`src/rtl/adder_arb_pkg.sv`:
```
// Shared constants and operation encoding for the arbitrated add/sub unit.
package adder_arb_pkg;

    localparam int W_DEF    = 32;
    localparam int NREQ_DEF = 4;
    localparam int ID_W_DEF = $clog2(NREQ_DEF);
    localparam int CNT_W    = 32;

    typedef enum logic {
        OP_ADD = 1'b0,
        OP_SUB = 1'b1
    } op_e;

endpackage

```
`src/rtl/adder_arb_cla.sv`:
```
// Add/subtract datapath built from 4-bit carry-lookahead groups chained by group carry.
module adder_arb_cla #(
    parameter int W = 32
) (
    input  logic [W-1:0] a,
    input  logic [W-1:0] b,
    input  logic         sub,
    output logic [W-1:0] sum
);

    localparam int NG = (W + 3) / 4;
    localparam int WP = NG * 4;

    logic [WP-1:0] a_x, b_x, g, p, c, s;
    logic          gc;

    always_comb begin
        a_x = '0;
        b_x = '0;
        a_x[W-1:0] = a;
        b_x[W-1:0] = sub ? ~b : b;
        g  = a_x & b_x;
        p  = a_x ^ b_x;
        c  = '0;
        gc = sub;
        for (int k = 0; k < NG; k++) begin
            c[4*k]   = gc;
            c[4*k+1] = g[4*k] | (p[4*k] & gc);
            c[4*k+2] = g[4*k+1] | (p[4*k+1] & g[4*k]) | (p[4*k+1] & p[4*k] & gc);
            c[4*k+3] = g[4*k+2] | (p[4*k+2] & g[4*k+1]) | (p[4*k+2] & p[4*k+1] & g[4*k])
                     | (p[4*k+2] & p[4*k+1] & p[4*k] & gc);
            // Group carry-out feeds the next group; the final one is the discarded carry.
            gc = g[4*k+3] | (p[4*k+3] & g[4*k+2]) | (p[4*k+3] & p[4*k+2] & g[4*k+1])
               | (p[4*k+3] & p[4*k+2] & p[4*k+1] & g[4*k])
               | (p[4*k+3] & p[4*k+2] & p[4*k+1] & p[4*k] & gc);
        end
        s = p ^ c;
    end

    assign sum = s[W-1:0];

endmodule

```
`src/rtl/adder_arb_rr_pick.sv`:
```
// Combinational round-robin select: first set request at or above the pointer, wrapping.
module rr_pick #(
    parameter int NREQ = 4,
    parameter int IDW  = 2
) (
    input  logic [NREQ-1:0] req,
    input  logic [IDW-1:0]  ptr,
    output logic [NREQ-1:0] grant,
    output logic [IDW-1:0]  idx,
    output logic            any
);

    always_comb begin
        grant = '0;
        idx   = '0;
        any   = 1'b0;
        for (int k = 0; k < NREQ; k++) begin
            if (!any && req[(int'(ptr) + k) % NREQ]) begin
                any = 1'b1;
                grant[(int'(ptr) + k) % NREQ] = 1'b1;
                idx = IDW'((int'(ptr) + k) % NREQ);
            end
        end
    end

endmodule

```
`src/rtl/adder_arb.sv`:
```
// Round-robin arbitrated shared add/sub unit with a single-entry result slot.
module adder_arb
    import adder_arb_pkg::*;
#(
    parameter int NREQ = NREQ_DEF,
    parameter int W    = W_DEF
) (
    input  logic                     clk,
    input  logic                     rst,
    input  logic [NREQ-1:0]          req_valid,
    output logic [NREQ-1:0]          req_ready,
    input  logic [NREQ*W-1:0]        req_a,
    input  logic [NREQ*W-1:0]        req_b,
    input  logic [NREQ-1:0]          req_sub,
    output logic                     rsp_valid,
    input  logic                     rsp_ready,
    output logic [$clog2(NREQ)-1:0]  rsp_id,
    output logic [W-1:0]             rsp_r,
    output logic [CNT_W-1:0]         op_count
);

    localparam int IDW = $clog2(NREQ);

    logic [IDW-1:0]   ptr_q, ptr_d;
    logic             rsp_valid_q, rsp_valid_d;
    logic [IDW-1:0]   rsp_id_q, rsp_id_d;
    logic [W-1:0]     rsp_r_q, rsp_r_d;
    logic [CNT_W-1:0] op_count_q, op_count_d;

    logic [NREQ-1:0] grant;
    logic [IDW-1:0]  pick_idx;
    logic            pick_any;
    logic            can_accept;
    logic            transfer;
    logic [W-1:0]    a_sel, b_sel, sum;
    op_e             op_sel;

    rr_pick #(.NREQ(NREQ), .IDW(IDW)) u_pick (
        .req   (req_valid),
        .ptr   (ptr_q),
        .grant (grant),
        .idx   (pick_idx),
        .any   (pick_any)
    );

    // The slot refills in the same cycle it drains, so throughput is one result per cycle.
    assign can_accept = !rsp_valid_q || rsp_ready;
    assign transfer   = pick_any && can_accept && !rst;
    assign req_ready  = rst ? '0 : (grant & {NREQ{can_accept}});

    always_comb begin
        a_sel  = '0;
        b_sel  = '0;
        op_sel = OP_ADD;
        for (int i = 0; i < NREQ; i++) begin
            if (grant[i]) begin
                a_sel  = req_a[i*W +: W];
                b_sel  = req_b[i*W +: W];
                op_sel = req_sub[i] ? OP_SUB : OP_ADD;
            end
        end
    end

    adder_arb_cla #(.W(W)) u_cla (
        .a   (a_sel),
        .b   (b_sel),
        .sub (op_sel == OP_SUB),
        .sum (sum)
    );

    always_comb begin
        ptr_d       = ptr_q;
        rsp_valid_d = rsp_valid_q;
        rsp_id_d    = rsp_id_q;
        rsp_r_d     = rsp_r_q;
        op_count_d  = op_count_q;
        if (transfer) begin
            rsp_valid_d = 1'b1;
            rsp_id_d    = pick_idx;
            rsp_r_d     = sum;
            op_count_d  = op_count_q + 1'b1;
            ptr_d       = (pick_idx == IDW'(NREQ - 1)) ? '0 : pick_idx + 1'b1;
        end else if (rsp_ready) begin
            rsp_valid_d = 1'b0;
        end
    end

    always_ff @(posedge clk or posedge rst) begin
        if (rst) begin
            ptr_q       <= '0;
            rsp_valid_q <= 1'b0;
            rsp_id_q    <= '0;
            rsp_r_q     <= '0;
            op_count_q  <= '0;
        end else begin
            ptr_q       <= ptr_d;
            rsp_valid_q <= rsp_valid_d;
            rsp_id_q    <= rsp_id_d;
            rsp_r_q     <= rsp_r_d;
            op_count_q  <= op_count_d;
        end
    end

    assign rsp_valid = rsp_valid_q;
    assign rsp_id    = rsp_id_q;
    assign rsp_r     = rsp_r_q;
    assign op_count  = op_count_q;

endmodule

```
`config.mk`:
```
export PLATFORM = sky130hd
export DESIGN_NAME = adder_arb
export DESIGN_NICKNAME = d
export VERILOG_FILES = /design/src/rtl/adder_arb_pkg.sv /design/src/rtl/adder_arb_cla.sv /design/src/rtl/adder_arb_rr_pick.sv /design/src/rtl/adder_arb.sv
export SDC_FILE = /design/constraint.sdc
export NUM_CORES = 1
export LEC_CHECK = 0
export CORE_ASPECT_RATIO = 1.25
export CORE_MARGIN = 2
export CORE_UTILIZATION = 40
export CTS_CLUSTER_DIAMETER = 80
export DETAILED_ROUTE_END_ITERATION = 12
export DONT_BUFFER_PORTS = 1
export GPL_ROUTABILITY_DRIVEN = 1
export PLACE_DENSITY_LB_ADDON = 0.3
export SLEW_MARGIN = 20
export SYNTH_ARGS = -nofsm -noshare
export SYNTH_HDL_FRONTEND = slang
export SYNTH_SLANG_ARGS = --single-unit
```
`constraint.sdc`:
```
create_clock -name clk -period 7.4 [get_ports clk]
set_clock_uncertainty 0.05 [all_clocks]
set_input_delay 1.11 -clock clk [delete_from_list [all_inputs] [get_ports clk]]
set_output_delay 1.11 -clock clk [all_outputs]
set_load 0.03 [all_outputs]
```
==> results of run 1 <==
==> registers in the layout, indices dropped and copies added (netlist names), named ones only <==
register and cells:
rsp_valid 1, ptr_q 1, rsp_r 32, op_count 32, rsp_id 2
==> layout by cell type, fill, tap and decap left out, types with 3 or more instances in the layout <==
cell       Yosys  routed
and2_1         6       5
a21oi_1       20      20
nor3_1         6       6
nor2_1        35      35
or2_2          3       3
dfrtp_1       69      69
clkbuf_16      0       9
nor2b_1        4       4
nand3_1       11      11
o211ai_1       5       5
a22oi_1        7       7
a221o_1       55      55
inv_1         27      26
buf_4          1      17
a311oi_1       3       3
o41a_1         3       3
nand4_1        9       9
nor3b_1        5       5
mux2i_1       10      10
o21a_1         6       6
a211oi_1       5       4
o21ai_1       15      15
nand2_1      140     140
nand2b_1       5       5
xor2_1        51      51
fa_1           7       7
bufinv_16      0       3
xnor2_1       34      34
buf_12         0       3
a21boi_0       3       3
diode_2        0       6
a21o_1        11      10
o21ai_0      147     147
and3_1         6       6
ha_1          39      39
or3_1          6       6
==> cell type report <==
cell class              count  area share (%)
multi-input cells         703           64.54
flip-flops and latches     69           23.12
well taps                 220           3.686
clock buffers              12           3.301
repair buffers             20           2.513
inverters                  27           1.357
clock inverters             4           1.273
diodes                      6          0.2011
==> cells by family after synthesis <==
family          Yosys count  share of synthesized area, %
simple gates            251                         16.65
xor+xnor                 85                         10.80
mux                      12                         2.106
flops                    69                         25.05
buf+inv                  91                         5.483
fa+ha+maj                46                         9.114
compound gates          309                         30.79
==> metrics by stage <==
stage | setup slack, ns | std cells | utilization, % | hold WS (ns)
after global routing | 0.2401 | 1056 | 44.26 | 0.6566
final | 0.6456 | 1061 | 44.33 | 0.6108
after CTS | 0.6675 | 1055 | 44.24 | 0.6048
after global placement | 0.8116 | 1039 | 42.22 | 0.5905
after floorplan | 1.002 | 863 | - | 0.5996
after detailed placement | 0.6600 | 1039 | 42.22 | 0.6000
==> worst max-delay path: cells and delay by family (launching register included) <==
| family | cells | cell delay [ns] |
|---|---|---|
| DFF | 1 | 0.36 |
| buffers and inverters | 2 | 0.43 |
| muxes | 1 | 0.71 |
| adders and majority gates | 3 | 1.28 |
| and+or+nand+nor | 2 | 0.81 |
| AOI/OAI and AO/OA | 15 | 2.81 |
| xor gates and xnor gates | 1 | 0.18 |
==> metal layers <==
metal  GRT usage (%)  part of all wire (%)  vias up
li1                -                     -     3065
met2           42.13                    48      290
met3           8.409                   9.2       35
met1           31.86                    40     3015
met4           8.276                   2.1        6
met5               0                  0.15        -
==> synthesized netlist by cell type (all sizes together) (2+ instances only) <==
master / count / area [um^2]
a2111oi: 2 / 36.29
a211oi: 6 / 50.05
a21boi: 4 / 30.03
a21o: 11 / 82.58
a21oi: 23 / 133.9
a221o: 55 / 550.5
a221oi: 2 / 17.52
a22oi: 7 / 52.55
a311oi: 4 / 52.56
a31oi: 2 / 12.51
and2: 6 / 37.54
and3: 6 / 37.54
buf: 23 / 122.6
clkbuf: 41 / 153.9
dfrtp: 69 / 1727
fa: 7 / 140.1
ha: 39 / 488.0
inv: 27 / 101.4
mux2i: 10 / 100.1
mux4: 2 / 45.04
nand2: 142 / 538.0
nand2b: 5 / 31.28
nand3: 11 / 55.05
nand3b: 2 / 15.01
nand4: 9 / 56.30
nor2: 35 / 131.4
nor2b: 4 / 25.02
nor3: 7 / 40.04
nor3b: 5 / 37.54
nor4: 3 / 25.02
o211ai: 5 / 37.54
o21a: 6 / 45.04
o21ai: 163 / 819.5
o31ai: 3 / 22.52
o41a: 3 / 33.78
o41ai: 2 / 25.03
or2: 4 / 25.03
or3: 6 / 37.54
or3b: 3 / 28.78
xnor2: 34 / 297.8
xor2: 51 / 446.7
==> how the worst min path moves through the flow <==
stage          slack, ns               endpoint
6_report            0.61                   flop
5_1_grt             0.66                   flop
4_1_cts             0.60                   flop
3_5_place_dp        0.60                   flop
3_3_place_gp        0.59                   flop
2_1_floorplan       0.60  rsp_id[1]$_DFFE_PP0P_
==> metrics.md, run 1 <==
| Metric | Value |
|---|---|
| Global-route wire length before repair | `35520 um` |
| Total via count after detailed routing | `6411` |
| Sequence of cells on the critical path | `inv_1, ha_1, mux4_2, nand2_2, o21ai_2, or4_2, buf_4, a221o_1, o21ai_0, o21ai_0, xor2_1, ha_1, a21o_1, a21o_1, a21oi_1, o21ai_0, a21oi_1, o21ai_0, a41oi_4, a21oi_1, a31o_1, a21oi_1, fa_1, o21ai_0` |
| Seq/Total Area, Yosys | `25.05%` |
| # nets final | `1143` |
| IO Pins | `338` |
| CP arrival | `6.95 ns` |
| Period minus WS final | `6.754 ns` |
| Reg-to-reg critical path endpoint | `rsp_r[24]$_DFFE_PP0P_` |
| Area taken by flip-flops and latches | `between 1500 and 2000 um^2` |
| Floorplan Core Area | `16840 um^2` |
| Initial DRT Pass Iterations | `5` |
| Clock network latency to the later pin of the worst-skew pair | `0.33 ns` |
| Gate count of the mapped netlist | `863` |
| HP Class | `flop to flop` |
| Average vias per placed instance | `6.042` |
| Crit path top cell by count | `o21ai_0` |
| Maximum number of pins on one net before global-route repair | `107` |
| Root Buffer Master | `clkbuf_16` |
| Count of input and output buffers | `0` |
| CTS resizes | `0` |
| Clock transition time at the flip-flop clock pins of the worst setup and hold paths | `roughly 0.05 ns` |
| Register-to-Register Path Depth | `24` |
| Hold Buf Count CTS | `0` |
| Element type at the critical path end | `flop` |
| HPWL reported at the end of detailed placement | `20140 um` |
| Count of buffers added by post-CTS timing repair for setup | `0` |
| Signed area change from the synthesized netlist to the final layout | `8.351%` |
| Type of origin of the critical path | `flop` |
| Initial antenna violation count | `11` |
| Rel. slew slack | `53.03%` |
| Worst-path maximum fanout | `52` |
| Slew at the pin closest to its max-slew limit | `0.7035 ns` |
| Number of enable-type register cells in the synthesized netlist | `0` |
| # H-tree levels | `3` |
| Worst hold path depth | `2` |
| Setup-failing EPs final | `0` |
| Final instance area | `roughly 7500 um^2` |
| Setup TNS | `0 ns` |
| Crit-path max cell delay | `0.71 ns` |
| Effective utilization at floorplan | `roughly two fifths` |
| Worst setup path end | `rsp_r[24]$_DFFE_PP0P_` |
| Maxcap violations | `0` |
| Via count of the first global-routing pass | `6077` |
| FF-to-FF Start | `ptr_q[1]$_DFFE_PP0P_` |
| Unrepaired setup endpoints after global routing | `no` |
| Post-route antenna net violation count | `0` |
| Primary flip-flop cell chosen by synthesis mapping | `dfrtp_1` |
| Worst setup path class | `flop to flop` |
| Slowest-stage cell, CP | `mux4_2` |
| Combined area of all synthesized cells | `6892 um^2` |
| Weighted congestion at the end of routability-driven global placement | `0.9258` |
| Final period util | `between 90% and 100%` |
| Overall track demand over capacity in global routing | `25.68%` |
| Final-report max-slew violation count | `0` |
| Vertical die dimension | `150.8 um` |
| Die Outline Area | `roughly 18000 um^2` |
| Maximum clock path buffer count | `2` |
| Flop2flop setup slack | `0.65 ns` |
| TritonCTS clock tree | `yes` |
| Total overflow reported by the global router | `0` |
| Unique masters post-synth | `between 70 and 80` |
| Syn Nets | `1176` |
| Multi-input combinational cell area | `about 4800 um^2` |
| Yosys warns | `0` |
| CP Data Required Time | `approximately 7.6 ns` |
| Total cell area at the placement stage | `7111 um^2` |
| Highest attainable clock frequency | `about 150 MHz` |
| Final hold vios | `0` |
| TritonCTS Sinks | `69` |
| Wirelength, routed | `24680 um` |
| Die outline width | `121.4 um` |
| Average footprint of a synthesized cell | `~8.0 um^2` |
| Async S/R FF share, synth | `between 90% and 100%` |
| Drt initial violations | `about 350` |
| Flip-flop and latch count after synthesis | `69` |
| Total clock buffers created by CTS | `9` |
| Wire length per cell | `23.26 um` |
| Row count | `53` |
| Outcome | `complete, no violations` |
| Share of final-layout standard cells stronger than drive strength 1 | `7.545%` |
| Number of fill cells in the layout | `1722` |
| Residual DRC | `0` |
| First element of the critical path | `ptr_q[1]$_DFFE_PP0P_` |
Power of run 1 is not shown: default switching activity piles up to over one toggle a cycle in this logic, so the estimate is an artifact.
==> run 2, diff against run 1 <==
TNS_END_PERCENT = 20   (was default)
==> results of run 2 <==
No change in the layout: final DEF, timing and power equal those of run 1.
Power of run 2 is left out for the same reason.
==> run 3, diff against run 2 <==
CTS_BUF_LIST = sky130_fd_sc_hd__clkbuf_4   (was default)
CTS_CLUSTER_DIAMETER = 150   (was 80)
==> run 3 against run 2 <==
  * Fmax is 0.34% lower
  * Die area is the same
  * Register-to-register slack lost 0.02 ns
  * Sequential share of layout area up 0.50 points
  * Flip-flop and latch count unchanged
  * Routed wire length rose by 0.15%
  * Worst setup slack got worse by 0.023 ns
  * Critical path depth is the same
  * Cell count barely moved
  * Clock-buffer cell count down 1
  * Critical path type unchanged
==> metrics.md, run 3 (synthesis gave the netlist of run 1 again) <==
| Metric | Value |
|---|---|
| Crit-path max cell delay | `0.71 ns` |
| IO Pins | `338` |
| HP Class | `primary input to async pin` |
| # H-tree levels | `3` |
| Floorplan Core Area | `16840 um^2` |
| Cell Count, Final, Fillers Out | `1062` |
| Commonest cells after routing, fill and taps aside | `o21ai_0 (147), nand2_1 (140), dfrtp_1 (69), a221o_1 (55), xor2_1 (51)` |
| Detailed-routed wire length on met2 | `11970 um` |
| Flop2flop setup slack | `just over 0.6 ns` |
| Wirelength, routed | `24710 um` |
| Count of placed standard cells including taps | `1039` |
| Worst path bufs/invs | `2` |
| Initial antenna violation count | `11` |
| Slowest-stage cell, CP | `mux4_2` |
| Vertical die dimension | `150.8 um` |
| Wire length per cell | `~23 um` |
| Root Buffer Master | `clkbuf_4` |
| Via count of the first global-routing pass | `6050` |
| Unrepaired setup endpoints after global routing | `no` |
| Setup TNS | `0 ns` |
| Total clock buffers created by CTS | `9` |
| Total cell area at the placement stage | `slightly above 7000 um^2` |
| HPWL reported at the end of detailed placement | `roughly 20000 um` |
| CP arrival | `about 7.1 ns` |
| Clock network latency to the later pin of the worst-skew pair | `0.42 ns` |
| Total overflow reported by the global router | `0` |
| Final-report max-slew violation count | `0` |
| Slew at the pin closest to its max-slew limit | `0.7075 ns` |
| Worst-path maximum fanout | `52` |
| Type of origin of the critical path | `flop` |
| Element type at the critical path end | `flop` |
| Global-route wire length before repair | `35420 um` |
| Total via count after detailed routing | `about 6400` |
| Row count | `53` |
| Average vias per placed instance | `6.072` |
| Final hold vios | `0` |
| Met3 wire len | `2353 um` |
| Commonest non-fill, non-tap cell in the layout | `o21ai_0` |
| Count of buffers added by post-CTS timing repair for setup | `0` |
| Signed area change from the synthesized netlist to the final layout | `6.064%` |
| Maxcap violations | `0` |
| Highest attainable clock frequency | `147.5 MHz` |
| Effective utilization at floorplan | `40.92%` |
| Share of final-layout standard cells stronger than drive strength 1 | `7.665%` |
| CP Data Required Time | `7.69 ns` |
| Uppermost layer routed | `met5` |
| TritonCTS clock tree | `yes` |
| Outcome | `complete, no violations` |
| # nets final | `1143` |
| Worst setup path class | `flop to flop` |
| CTS resizes | `0` |
| Sequence of cells on the critical path | `inv_1, ha_1, mux4_2, nand2_2, o21ai_2, or4_2, buf_4, a221o_1, o21ai_0, o21ai_0, xor2_1, ha_1, a21o_1, a21o_1, a21oi_1, o21ai_0, a21oi_1, o21ai_0, a41oi_4, a21oi_1, a31o_1, a21oi_1, fa_1, o21ai_0` |
| Die outline width | `121.4 um` |
| Drt initial violations | `286` |
| Gate family responsible for the most delay along the worst path | `compound AO/OA/AOI/OAI gates` |
| Routed length on met1 | `9880 um` |
| Setup-failing EPs final | `0` |
| Initial DRT Pass Iterations | `5` |
| Clock transition time at the flip-flop clock pins of the worst setup and hold paths | `between 0.1 and 0.15 ns` |
| Post-route antenna net violation count | `0` |
| Final period util | `91.59%` |
| Weighted congestion at the end of routability-driven global placement | `about 0.93` |
| Count of input and output buffers | `0` |
| Hold Buf Count CTS | `0` |
| Final instance area | `7310 um^2` |
| TritonCTS Sinks | `69` |
| Maximum number of pins on one net before global-route repair | `107` |
| Rel. slew slack | `a little over half` |
| Maximum clock path buffer count | `2` |
| Die Outline Area | `18300 um^2` |
| Final hold slack | `a little over 0.6 ns` |
| Period minus WS final | `~6.8 ns` |
| Overall track demand over capacity in global routing | `25.63%` |
| Crit path top cell by count | `o21ai_0` |
| Residual DRC | `0` |
[run 3: cell types whose count changed in the layout (fill, tap and decap cells not counted), sizes merged]
cell,delta
diode,+1
clkbuf,-1
clkinv,+1
[run 3: through the flow]
stage               util (%)  worst slack (ns)
finish                 43.40            0.6224
global route           43.32            0.2132
CTS                    43.29            0.6488
detailed placement     42.22            0.6600
global placement       42.22            0.8116
floorplan                  -             1.002
[run 3: layout make-up]
type                            instances  area (um^2)
Fill cell                            1741         9534
Clock inverter                          5        98.84
Clock buffer                           11        82.58
Tap cell                              220        275.3
Timing Repair Buffer                   20        187.7
Inverter                               27        101.3
Antenna cell                            7        17.52
Sequential cell                        69         1727
Multi-Input combinational cell        703         4820
[run 3: routing by layer]
layer | vias to the layer above | global-route usage (%)
li1 | 3069 | -
met1 | 3030 | 32.15
met2 | 312 | 41.91
met3 | 33 | 7.992
met4 | 4 | 8.276
met5 | - | 0
[run 3: path summary, 6_finish.rpt]
| path | start | to | cells past startpoint |
|---|---|---|---|
| min in group clk | flop | flop | 2 |
| max reg2reg | ptr_q[1]$_DFFE_PP0P_ | rsp_r[24]$_DFFE_PP0P_ | 24 |
| max in group asynchronous | rst | rsp_r[0]$_DFFE_PP0P_ | 2 |
| max | ptr_q[1]$_DFFE_PP0P_ | rsp_r[24]$_DFFE_PP0P_ | 24 |
| min reg2reg | flop | flop | 2 |
| min | rst | op_count[23]$_DFFE_PP0P_ | 1 |
Power of run 3 is left out for the same reason.
